$ cat src/rtl/reductor_8x5.sv
// Narrows signed 8-bit words to 5-bit immediates (saturate or wrap) behind a
// small valid/ready FIFO, tagging out-of-range words and counting them.
module reductor_8x5 #(
  parameter int PROFUNDIDADE = 2,
  parameter int LARGURA_CONT = 8
) (
  input  logic                    clock,
  input  logic                    reset,
  input  logic                    entradaValida,
  output logic                    entradaPronta,
  input  logic [7:0]              sinalEntrada,
  input  logic                    modoSaturar,
  output logic                    saidaValida,
  input  logic                    saidaPronta,
  output logic [4:0]              sinalReduzido,
  output logic                    foraFaixa,
  input  logic                    limparContagem,
  output logic [LARGURA_CONT-1:0] contagemFora
);
  localparam int PW = (PROFUNDIDADE > 1) ? $clog2(PROFUNDIDADE) : 1;
  localparam logic [PW:0] OCC_MAX = (PW+1)'(PROFUNDIDADE);

  typedef struct packed {
    logic       fora;
    logic [4:0] val;
  } entry_t;

  entry_t        mem [PROFUNDIDADE];
  entry_t        novo, head_next;
  logic [PW-1:0] wr_ptr, rd_ptr, rd_next;
  logic [PW:0]   occ, occ_next;
  logic          push, pop, cheio, vazio;

  // A value fits in 5 signed bits only when bits 7..4 are all copies of the sign.
  always_comb begin
    novo.fora = (sinalEntrada[7:4] != 4'h0) && (sinalEntrada[7:4] != 4'hF);
    novo.val  = sinalEntrada[4:0];
    if (modoSaturar && novo.fora)
      novo.val = sinalEntrada[7] ? 5'b10000 : 5'b01111;
  end

  assign cheio         = (occ == OCC_MAX);
  assign vazio         = (occ == '0);
  assign entradaPronta = !cheio;
  assign saidaValida   = !vazio;
  assign push          = entradaValida && !cheio;
  assign pop           = !vazio && saidaPronta;

  // The head register is reloaded from whatever will sit at rd_next; when that
  // slot is being written this cycle the new word bypasses the array.
  always_comb begin
    occ_next = occ;
    if (push && !pop)
      occ_next = occ + 1'b1;
    else if (pop && !push)
      occ_next = occ - 1'b1;
    rd_next   = pop ? rd_ptr + 1'b1 : rd_ptr;
    head_next = (push && (wr_ptr == rd_next)) ? novo : mem[rd_next];
  end

  always_ff @(posedge clock) begin
    if (reset) begin
      wr_ptr        <= '0;
      rd_ptr        <= '0;
      occ           <= '0;
      sinalReduzido <= '0;
      foraFaixa     <= '0;
    end else begin
      if (push)
        wr_ptr <= wr_ptr + 1'b1;
      rd_ptr <= rd_next;
      occ    <= occ_next;
      if (occ_next != '0) begin
        sinalReduzido <= head_next.val;
        foraFaixa     <= head_next.fora;
      end
    end
  end

  always_ff @(posedge clock) begin
    if (push)
      mem[wr_ptr] <= novo;
  end

  always_ff @(posedge clock) begin
    if (reset || limparContagem)
      contagemFora <= '0;
    else if (push && novo.fora && (contagemFora != '1))
      contagemFora <= contagemFora + 1'b1;
  end
endmodule

$ cat config.mk
export PLATFORM = sky130hd
export DESIGN_NAME = reductor_8x5
export DESIGN_NICKNAME = d
export VERILOG_FILES = /design/src/rtl/reductor_8x5.sv
export SDC_FILE = /design/constraint.sdc
export NUM_CORES = 1
export LEC_CHECK = 0
export ABC_AREA = 1
export BUFFER_PORTS_ARGS = -buffer_cell sky130_fd_sc_hd__buf_2
export CAP_MARGIN = 20
export CORE_MARGIN = 2
export CORE_UTILIZATION = 54
export DETAILED_ROUTE_END_ITERATION = 10
export GPL_TIMING_DRIVEN = 0
export PLACE_DENSITY = 0.78
export SLEW_MARGIN = 20
export SYNTH_ARGS = -nofsm -noshare
export SYNTH_HDL_FRONTEND = slang
export SYNTH_SLANG_ARGS = --single-unit
$ cat constraint.sdc
create_clock -name clock -period 1.6 [get_ports clock]
set_input_delay 0.16 -clock clock [delete_from_list [all_inputs] [get_ports clock]]
set_output_delay 0.16 -clock clock [all_outputs]
set_load 0.05 [all_outputs]
==> results.yml, run 1 <==
logic_synthesis:
  synth_edf_count: 12
  adder_cell_share_of_the_synthesized_area_pct: 2.336
  synth_nets: 229
  synth_most_common_cell: "sky130_fd_sc_hd__nand2_1"
  syn_area_um2: 1607
  synth_common_cells: "sky130_fd_sc_hd__nand2_1, sky130_fd_sc_hd__nor2_1, sky130_fd_sc_hd__dfxtp_1"
  combinational_family_with_the_most_area_after_synthesis: "simple AND/OR/NAND/NOR gates"
  netlist-cell-type-count: 22
  synthDominantCellAreaShare_pct: 22.43
  post_synthesis_cell_type_with_the_largest_combined_area: "sky130_fd_sc_hd__dfxtp_1"
  netlist_instances: 212
  synthArstFlopShare_pct: 0
  postSynthRegisterBits: 30
  synth_mux_area_share_pct: 0
  synth_top_cells_by_area: "sky130_fd_sc_hd__dfxtp_1, sky130_fd_sc_hd__edfxtp_1, sky130_fd_sc_hd__nand2_1, sky130_fd_sc_hd__nor2_1, sky130_fd_sc_hd__nand3_1"
  synth_compound_area_share_pct: 5.062
  synth-simple-area-share_pct: 40.42
  portion_of_the_post_synthesis_area_used_by_sequential_elements_pct: 44.86
  xor_xnor_share_of_the_synthesized_area_pct: 2.726
  synth_flop_cell: "sky130_fd_sc_hd__dfxtp_1"
  syn_area_per_cell_um2: 7.578
  synth.yosys.warnings: 0
grt:
  grt_pass1_wl_mm: 5.161
  global_route.overflow_total: 0
  pin_count_of_the_biggest_net_entering_global_routing: 11
  grt_pass1_vias: 1212
  global_route.usage.total_pct: 20.06
  initial_antenna_violation_count: 0
critical_path:
  worstPathMaxFanout: 8
  setup.worst_path.end_class: "flop"
  crit_arrival_ns: 1.73
  worstRegToRegCells: 12
  timing.setup.critical_path_class: "flop to flop"
  ff2ff_setup_slack_ns: 0.11
  worst_setup_path_start_kind: "flop"
  worstPathRequired_ns: 1.84
layout:
  final_layout_size_suffix_gt1_share_pct: 30.59
  diodes: 0
  final_design_area_no_fill_um2: 2029
  area.growth.synth_to_final_pct: 26.32
  post_layout_nonfiller_instances: 286
  fin_nets: 271
hold_path:
  whs_path_depth: 2
  worst_hold_path_type: "primary input to flop"
routing:
  vias_per_cell: 5.133
  detail-route-antenna-nets: 0
  dr_total_vias: 1468
  drt-pass1-iter-count: 4
  avg_wl_per_cell_um: 11.64
  wl_mm: 3.329
  initialDrtViolationCount: 44
  post-route-drc-count: 0
place:
  placed_cells_incl_taps: 272
  io_buffers: 29
  gp_congestion: 0.8198
  pre_cts_slack_ns: -0.08761
  detailed_placer_s_ending_hpwl_mm: 2.261
  placed_cell_area_um2: 1804
timing:
  period_share_pct: 93.07
  fin_setup_tns_ns: 0
  timing.final.max_slew_violations: 0
  timing_hold_violations_final: 0
  slew-limit-headroom_pct: 75.41
  final_period_minus_worst_setup_slack_ns: 1.489
  fmaxAchievable_mhz: 671.5
  worst-slew-pin-transition_ns: 0.3685
  timing.clock.skew_ns: 0.01368
  post-route-worst-setup-slack_ns: 0.1109
  finalSetupViolations: 0
job:
  max_cap_viol_count: 0
clocking:
  clk_path_buf_depth: 2
  tritoncts: "done"
  postCtsHoldBufs: 0
  clock_sinks: 30
  cts_made_buffers: 5
  htreeDepth: 2
  clock_tree.root_cell: "sky130_fd_sc_hd__clkbuf_4"
  clkLatencyLatePin_ns: 0.33
  clkTransAtPathRegs_ns: 0.10
die:
  initial_utilization_pct: 57.76
  core.rowCount: 19
  die_h_um: 58.55
  core_area_um2: 2781
  die_width_um: 58.55
  number_of_top_level_pins: 30
  dieArea_um2: 3428
power:
  ir_worst_vdd_uv: 1730
  cellPowerDensity_nw_per_um2: 1600
  p_leak_nw: 0.9551
status:
  run_status: "finished, final reports clean"
==> final cells by class <==
type	instances	area [um2]
Timing Repair Buffer	34	182.7
Multi-Input combinational cell	164	919.6
Inverter	19	81.33
Clock inverter	2	37.54
Tap cell	31	38.79
Clock buffer	6	41.29
Sequential cell	30	728.2
Fill cell	232	752.0
==> flip-flops by register name, summed over array words and instances, names as in the netlist <==
name and cells:
mem 12, sinalReduzido 5, occ 2, rd_ptr 1, contagemFora 8, wr_ptr 1, foraFaixa 1
==> path summary, 6_finish.rpt <==
path	to	start
setup reg to reg	sinalReduzido[0]$_SDFFE_PP0P_	occ[0]$_SDFF_PP0_
hold reg to reg	contagemFora[1]$_SDFFE_PP0P_	contagemFora[1]$_SDFFE_PP0P_
hold / removal	occ[0]$_SDFF_PP0_	reset
setup / recovery	sinalReduzido[0]$_SDFFE_PP0P_	occ[0]$_SDFF_PP0_
==> critical path, cell delays in order, from the launching register on <==
cell,delay (ns)
sky130_fd_sc_hd__dfxtp_2,0.35
sky130_fd_sc_hd__inv_2,0.07
sky130_fd_sc_hd__ha_4,0.18
sky130_fd_sc_hd__inv_6,0.07
sky130_fd_sc_hd__nand2_4,0.07
sky130_fd_sc_hd__nand2_8,0.09
sky130_fd_sc_hd__nand2_8,0.08
sky130_fd_sc_hd__nand2_4,0.07
sky130_fd_sc_hd__nand3_4,0.11
sky130_fd_sc_hd__nand2_1,0.09
sky130_fd_sc_hd__nand2_1,0.06
sky130_fd_sc_hd__nor2_1,0.11
sky130_fd_sc_hd__nor2_1,0.05
==> placed cells by master (no fill, tap or decap), types with 2 or more instances in the layout <==
| cell type | n |
|---|---|
| sky130_fd_sc_hd__nand3_2 | 2 |
| sky130_fd_sc_hd__nand2_2 | 4 |
| sky130_fd_sc_hd__nand2_8 | 2 |
| sky130_fd_sc_hd__nor3_1 | 2 |
| sky130_fd_sc_hd__o21ai_0 | 3 |
| sky130_fd_sc_hd__a21oi_2 | 2 |
| sky130_fd_sc_hd__nand3b_1 | 6 |
| sky130_fd_sc_hd__inv_2 | 4 |
| sky130_fd_sc_hd__dfxtp_2 | 3 |
| sky130_fd_sc_hd__nand2_4 | 5 |
| sky130_fd_sc_hd__buf_4 | 5 |
| sky130_fd_sc_hd__nor2_2 | 3 |
| sky130_fd_sc_hd__nor2_1 | 24 |
| sky130_fd_sc_hd__inv_4 | 2 |
| sky130_fd_sc_hd__edfxtp_1 | 12 |
| sky130_fd_sc_hd__xor2_1 | 2 |
| sky130_fd_sc_hd__nor2_4 | 2 |
| sky130_fd_sc_hd__ha_4 | 2 |
| sky130_fd_sc_hd__a21oi_1 | 8 |
| sky130_fd_sc_hd__buf_2 | 29 |
| sky130_fd_sc_hd__xnor2_1 | 3 |
| sky130_fd_sc_hd__inv_1 | 11 |
| sky130_fd_sc_hd__nand3_4 | 2 |
| sky130_fd_sc_hd__nand2_1 | 77 |
| sky130_fd_sc_hd__clkbuf_4 | 5 |
| sky130_fd_sc_hd__nand3_1 | 12 |
| sky130_fd_sc_hd__dfxtp_1 | 14 |
==> per-layer routing <==
layer	share of wire (%)	global-route usage, %	up-vias
met2	50	32.10	31
met1	44	25.74	667
met3	5.1	4.835	5
met4	1.2	8.970	0
li1	-	-	765
met5	0	0	-
==> power breakdown <==
group	internal [mW]	switching [mW]
Clock	0.329	0.265
Combinational	0.533	1.11
Sequential	0.946	0.0673
Total	1.81	1.44
==> kinds of logic after synthesis <==
kind of cell	count (synthesis)
buffers and inverters	19
adders and majority gates	3
xor gates and xnor gates	5
AOI/OAI and AO/OA	14
and+or+nand+nor	141
DFF	30
==> through the flow <==
step / hold WS (ns) / total power, mW / util [%]
after detailed placement: 0.4328 / 2.403 / 64.87
final: 0.08589 / 3.247 / 72.96
after global placement: 0.4254 / 2.390 / 64.87
after CTS: 0.07982 / 3.064 / 69.41
after global routing: 0.07964 / 3.465 / 72.96
after floorplan: 0.2324 / 2.130 / -
==> timing repair <==
action / in CTS / in global routing
gates cloned: 0 / 1
setup buffers: 3 / 2
gates resized for setup: 6 / 17
pin swaps: 2 / 4
endpoints found under the setup margin: 12 / 14
No activity file was read; power rests on OpenSTA's default activity.
==> run 2, diff against run 1 <==
--- a/config.mk
+++ b/config.mk
@@ -13,6 +13,7 @@
 export DETAILED_ROUTE_END_ITERATION = 10
 export GPL_TIMING_DRIVEN = 0
 export PLACE_DENSITY = 0.78
+export SETUP_SLACK_MARGIN = 0.5
 export SLEW_MARGIN = 20
 export SYNTH_ARGS = -nofsm -noshare
 export SYNTH_HDL_FRONTEND = slang
==> run 2 against run 1 <==
  * Setup slack worse by 0.15 ns
  * Total power is 11% higher
  * Count of clock-buffer cells in the layout is 1 higher
  * Global-route usage is 5.7 points higher
  * Via count is 19% higher
  * Sequential share of layout area is 5.5 points lower
  * Combinational power is 27% higher
  * Critical endpoint is now foraFaixa$_SDFFE_PP0P_
  * Critical path type unchanged
  * Die area stayed put
  * The flow now finishes with violations (negative setup slack)
  * Non-clock buffer count is 21 higher
  * Largest power group unchanged
  * Clock power is 17% lower
  * Worst hold slack better by 0.00082 ns
==> results.yml, run 2 (synthesis gave the netlist of run 1 again) <==
status:
  run_status: "complete, but fails checks"
  failing_checks: "negative setup slack"
clocking:
  tritoncts: "done"
  clkLatencyLatePin_ns: 0.34
  clkTransAtPathRegs_ns: 0.10
  clock_tree.root_cell: "sky130_fd_sc_hd__clkbuf_4"
  clock_sinks: 30
  clk_path_buf_depth: 2
  htreeDepth: 2
  cts_made_buffers: 5
timing:
  timing.final.max_slew_violations: 0
  period_share_pct: 102.7
  timing_hold_violations_final: 0
  timing.clock.skew_ns: 0.009291
  finalSetupViolations: 2
  grt_setup_unrepaired: "yes"
  slew-limit-headroom_pct: 73.70
  final_period_minus_worst_setup_slack_ns: 1.644
  fmaxAchievable_mhz: 608.3
  post-route-worst-setup-slack_ns: -0.04385
  worst-slew-pin-transition_ns: 0.3941
place:
  gp_congestion: 0.7537
  io_buffers: 29
  pre_cts_slack_ns: 0.04250
  detailed_placer_s_ending_hpwl_mm: 2.379
  placed_cells_incl_taps: 272
power:
  cellPowerDensity_nw_per_um2: 1451
  p_leak_nw: 1.133
  ir_worst_vdd_uv: 1577
critical_path:
  timing.setup.critical_path_class: "flop to flop"
  worstPathRequired_ns: 1.84
  setup.worst_path.end_class: "flop"
  worstPathMaxFanout: 8
  critical_path.max_stage_delay_ns: 0.37
  cp_cell_sequence: "inv_4, ha_4, inv_8, nand2_8, nand2_8, nand2_8, nand2_4, nand3_4, nand2_1, nand2_1, nor2_1, nor2_1"
  crit_arrival_ns: 1.88
  worstRegToRegCells: 12
  worst_setup_path_start_kind: "flop"
  cp_common_cell: "sky130_fd_sc_hd__nand2_8"
  timing.critical_path.slowest_stage_cell: "sky130_fd_sc_hd__dfxtp_2"
layout:
  layout_commonest_cell: "sky130_fd_sc_hd__nand2_1"
  area.growth.synth_to_final_pct: 54.21
  n_fill_cell: 132
  fin_nets: 292
  largestRegisters: "mem (12), contagemFora (8), sinalReduzido (5)"
  final_layout_size_suffix_gt1_share_pct: 46.38
  most_frequent_cells_in_the_layout: "sky130_fd_sc_hd__nand2_1, sky130_fd_sc_hd__buf_4, sky130_fd_sc_hd__nor2_1"
  diodes: 0
  largest-register: "mem"
  post_layout_nonfiller_instances: 307
  flip_flop_count_of_the_largest_register_after_layout: 12
routing:
  vias_per_cell: 5.678
  drt-pass1-iter-count: 4
  detail-route-antenna-nets: 0
  wl_mm: 5.109
  dr_total_vias: 1743
  avg_wl_per_cell_um: 16.64
  initialDrtViolationCount: 93
  post-route-drc-count: 0
die:
  number_of_top_level_pins: 30
  initial_utilization_pct: 57.76
  core_area_um2: 2781
  dieArea_um2: 3428
  die_width_um: 58.55
  core.rowCount: 19
  die_h_um: 58.55
grt:
  global_route.usage.total_pct: 25.79
  pin_count_of_the_biggest_net_entering_global_routing: 10
  grt_pass1_wl_mm: 6.630
  grt_pass1_vias: 1530
  initial_antenna_violation_count: 0
  global_route.overflow_total: 0
hold_path:
  whs_path_depth: 2
  worst_hold_path_type: "primary input to flop"
job:
  max_cap_viol_count: 0
[run 2: cell types whose count changed in the layout (fill, tap and decap cells not counted), sizes merged]
cell	before	now
buf	34	52
bufinv	1	0
clkbuf	6	10
clkinv	1	3
clkinvlp	1	0
inv	18	17
nand3	16	15
o21ai	4	5
[run 2: repair_timing]
| item | 4_1_cts | 5_1_grt |
|---|---|---|
| resized for setup | 34 | 52 |
| hold buffers | 0 | 0 |
| cloned | 1 | 0 |
| pin swaps | 10 | 19 |
| hold endpoints to repair | 0 | 0 |
| setup buffers | 11 | 15 |
| setup endpoints to repair | 41 | 44 |
[run 2: path summary, 6_finish.rpt]
check / startpoint / end / slack (ns)
worst max-delay path: occ[0]$_SDFF_PP0_ / foraFaixa$_SDFFE_PP0P_ / -0.04
worst min-delay path: reset / occ[0]$_SDFF_PP0_ / 0.09
worst max register to register: occ[0]$_SDFF_PP0_ / foraFaixa$_SDFFE_PP0P_ / -0.04
worst min register to register: contagemFora[7]$_SDFFE_PP0P_ / contagemFora[7]$_SDFFE_PP0P_ / 0.55
[run 2: per-stage QoR]
step | util, % | total power, mW | instance area (um2) | hold slack (ns) | setup TNS (ns)
2_1_floorplan | - | 2.264 | 1743 | 0.2250 | 0
3_3_place_gp | 69.28 | 2.528 | 1927 | 0.4277 | 0
3_5_place_dp | 69.28 | 2.548 | 1927 | 0.4272 | 0
4_1_cts | 79.08 | 3.201 | 2200 | 0.07160 | 0
5_1_grt | 89.07 | 3.785 | 2477 | 0.08447 | -0.1513
6_report | 89.07 | 3.596 | 2477 | 0.08671 | -0.05206
[run 2: where the power goes]
group	switching (mW)	total [mW]	internal [mW]
clock	0.283	0.496	0.213
sequential	0.0805	1.02	0.937
combinational	1.33	2.08	0.757
total	1.69	3.60	1.91
[run 2: final cells by class]
class,count,area [um2],share of cell area (%)
clock buffers,7,55.05,2.222
clock inverters,1,5.005,0.2020
inverters,19,101.3,4.091
multi-input cells,164,1057,42.68
flip-flops and latches,30,753.2,30.40
well taps,31,38.79,1.566
repair buffers,55,466.7,18.84
[run 2: layer usage]
metal	track usage (%)	part of all wire, %
met2	47.19	52
met1	29.04	37
met4	11.30	5.4
met3	4.615	5.9
met5	0	0
[run 2: worst max-delay path: cells and delay by family (launching register included)]
| family | cells | cell delay, ns |
|---|---|---|
| fa+ha+maj | 1 | 0.18 |
| flops | 1 | 0.37 |
| simple gates | 9 | 0.88 |
| buf+inv | 2 | 0.13 |
==> run 3, diff against run 2 <==
--- a/config.mk
+++ b/config.mk
@@ -8,6 +8,7 @@
 export ABC_AREA = 1
 export BUFFER_PORTS_ARGS = -buffer_cell sky130_fd_sc_hd__buf_2
 export CAP_MARGIN = 20
+export CORE_ASPECT_RATIO = 1.4
 export CORE_MARGIN = 2
 export CORE_UTILIZATION = 54
 export DETAILED_ROUTE_END_ITERATION = 10
==> run 3 against run 2 <==
  * Largest cell class unchanged
  * Routed wire length shrank 8.3%
  * Count of clock-buffer cells in the layout increased by 1
  * Die area up 0.18%
  * Critical endpoint is now sinalReduzido[1]$_SDFFE_PP0P_
  * Total power increased by 4.4%
  * The flow now finishes without violations
  * Highest routed layer unchanged
  * Largest power group unchanged
  * First-iteration DRC count is 42% lower
==> results.yml, run 3 (synthesis gave the netlist of run 1 again) <==
status:
  run_status: "finished, final reports clean"
clocking:
  clock_sinks: 30
  clock_tree.root_cell: "sky130_fd_sc_hd__clkbuf_8"
  htreeDepth: 2
  tritoncts: "done"
  cts_made_buffers: 5
  clkTransAtPathRegs_ns: 0.06
  clkLatencyLatePin_ns: 0.29
  clk_path_buf_depth: 2
timing:
  grt_setup_unrepaired: "yes"
  final_period_minus_worst_setup_slack_ns: 1.562
  timing.final.max_slew_violations: 0
  period_share_pct: 97.59
  fmaxAchievable_mhz: 640.4
  timing.clock.skew_ns: 0.008787
  worst-slew-pin-transition_ns: 0.3416
  timing_hold_violations_final: 0
  finalSetupViolations: 0
  whs_ns: 0.1324
  slew-limit-headroom_pct: 77.20
routing:
  initialDrtViolationCount: 54
  avg_wl_per_cell_um: 15.16
  post-route-drc-count: 0
  wl_mm: 4.684
  detail-route-antenna-nets: 0
  dr_total_vias: 1623
  vias_per_cell: 5.252
  drt-pass1-iter-count: 4
critical_path:
  crit_arrival_ns: 1.75
  beginning_of_the_critical_path: "occ[1]$_SDFF_PP0_"
  timing.critical_path.slowest_stage_cell: "sky130_fd_sc_hd__dfxtp_4"
  worst_setup_path_start_kind: "flop"
  cp_common_cell: "sky130_fd_sc_hd__nand2_1"
  critical_path.max_stage_delay_ns: 0.38
  timing.setup.critical_path_class: "flop to flop"
  worstPathMaxFanout: 5
  cp_cell_sequence: "inv_4, ha_4, inv_8, nand3_4, buf_4, nand3_1, nand2_1, nand2_2, nand2_1, nor2_2, nor2_1"
  reg2reg_from: "occ[1]$_SDFF_PP0_"
  worstPathRequired_ns: 1.79
  setup.worst_path.end_class: "flop"
die:
  initial_utilization_pct: 56.39
  number_of_top_level_pins: 30
  core_area_um2: 2849
  dieArea_um2: 3434
  die_width_um: 50.10
  die_h_um: 68.54
  core.rowCount: 23
layout:
  layout_commonest_cell: "sky130_fd_sc_hd__nand2_1"
  multi_input_area_um2: 1059
  diodes: 0
  area.growth.synth_to_final_pct: 50.16
  final_design_area_no_fill_um2: 2412
  fin_nets: 288
  flip_flop_count_of_the_largest_register_after_layout: 12
  largest-register: "mem"
  n_fill_cell: 163
  final_layout_size_suffix_gt1_share_pct: 46.32
  most_frequent_cells_in_the_layout: "sky130_fd_sc_hd__nand2_1, sky130_fd_sc_hd__buf_2, sky130_fd_sc_hd__nor2_1"
  largestRegisters: "mem (12), contagemFora (8), sinalReduzido (5)"
  register_area_um2: 748.2
  post_layout_nonfiller_instances: 309
job:
  max_cap_viol_count: 0
grt:
  global_route.overflow_total: 0
  initial_antenna_violation_count: 0
  pin_count_of_the_biggest_net_entering_global_routing: 10
  global_route.usage.total_pct: 25.56
  grt_pass1_vias: 1427
  grt_pass1_wl_mm: 6.265
hold_path:
  worst_hold_startpoint: "reset"
  worst_hold_path_type: "primary input to flop"
power:
  cellPowerDensity_nw_per_um2: 1556
  ir_worst_vdd_uv: 910.4
  post-layout-total-power_mw: 3.754
  p_leak_nw: 1.105
place:
  io_buffers: 29
  gp_congestion: 0.7838
  placed_cell_area_um2: 1934
  detailed_placer_s_ending_hpwl_mm: 2.532
  placed_cells_incl_taps: 278
[run 3: timing repair]
action                     in CTS  in global routing
gates cloned                    1                  0
setup buffers                  14                  8
setup endpoints to repair      33                 35
gates resized for setup        23                 41
hold buffers                    0                  0
pin swaps                      12                  7
[run 3: through the flow]
| step | util [%] | setup slack, ns | TNS [ns] |
|---|---|---|---|
| floorplan | - | 0.1803 | 0 |
| global placement | 67.90 | 0.05904 | 0 |
| detailed placement | 67.90 | 0.04714 | 0 |
| CTS | 77.95 | 0.1344 | 0 |
| global route | 84.67 | -0.02885 | -0.03342 |
| finish | 84.67 | 0.03849 | 0 |
[run 3: layer usage]
metal	up-vias	GRT usage, %	part of all wire [%]
met1	766	24.72	35
li1	798	-	-
met5	-	0	0
met2	45	49.84	58
met4	0	13.54	3.4
met3	14	5.819	3.2
[run 3: final cells by class]
cell class | count | area share, %
Tap cell | 37 | 1.919
Timing Repair Buffer | 51 | 15.35
Multi-Input combinational cell | 164 | 43.88
Clock buffer | 8 | 3.734
Sequential cell | 30 | 31.02
Inverter | 19 | 4.098
[run 3: final timing paths]
path	slack [ns]	depth (start not counted)	end
worst max-delay path	0.04	11	sinalReduzido[1]$_SDFFE_PP0P_
worst min-delay path	0.13	2	occ[1]$_SDFF_PP0_
worst max register to register	0.04	11	sinalReduzido[1]$_SDFFE_PP0P_
worst min register to register	0.50	2	contagemFora[7]$_SDFFE_PP0P_
[run 3: worst max-delay path, delay by kind of cell, from the launching register on]
family | cells | cell delay, ns
AND/OR/NAND/NOR | 7 | 0.61
buffers and inverters | 3 | 0.29
adder cells (fa/ha/maj) | 1 | 0.17
flip-flops | 1 | 0.38
[run 3: report_power, final]
| part | leakage (nW) | switching, mW | total, mW | internal [mW] |
|---|---|---|---|---|
| Clock | 0.0455 | 0.283 | 0.633 | 0.350 |
| Sequential | 0.265 | 0.0849 | 1.03 | 0.946 |
| Combinational | 0.794 | 1.31 | 2.09 | 0.778 |
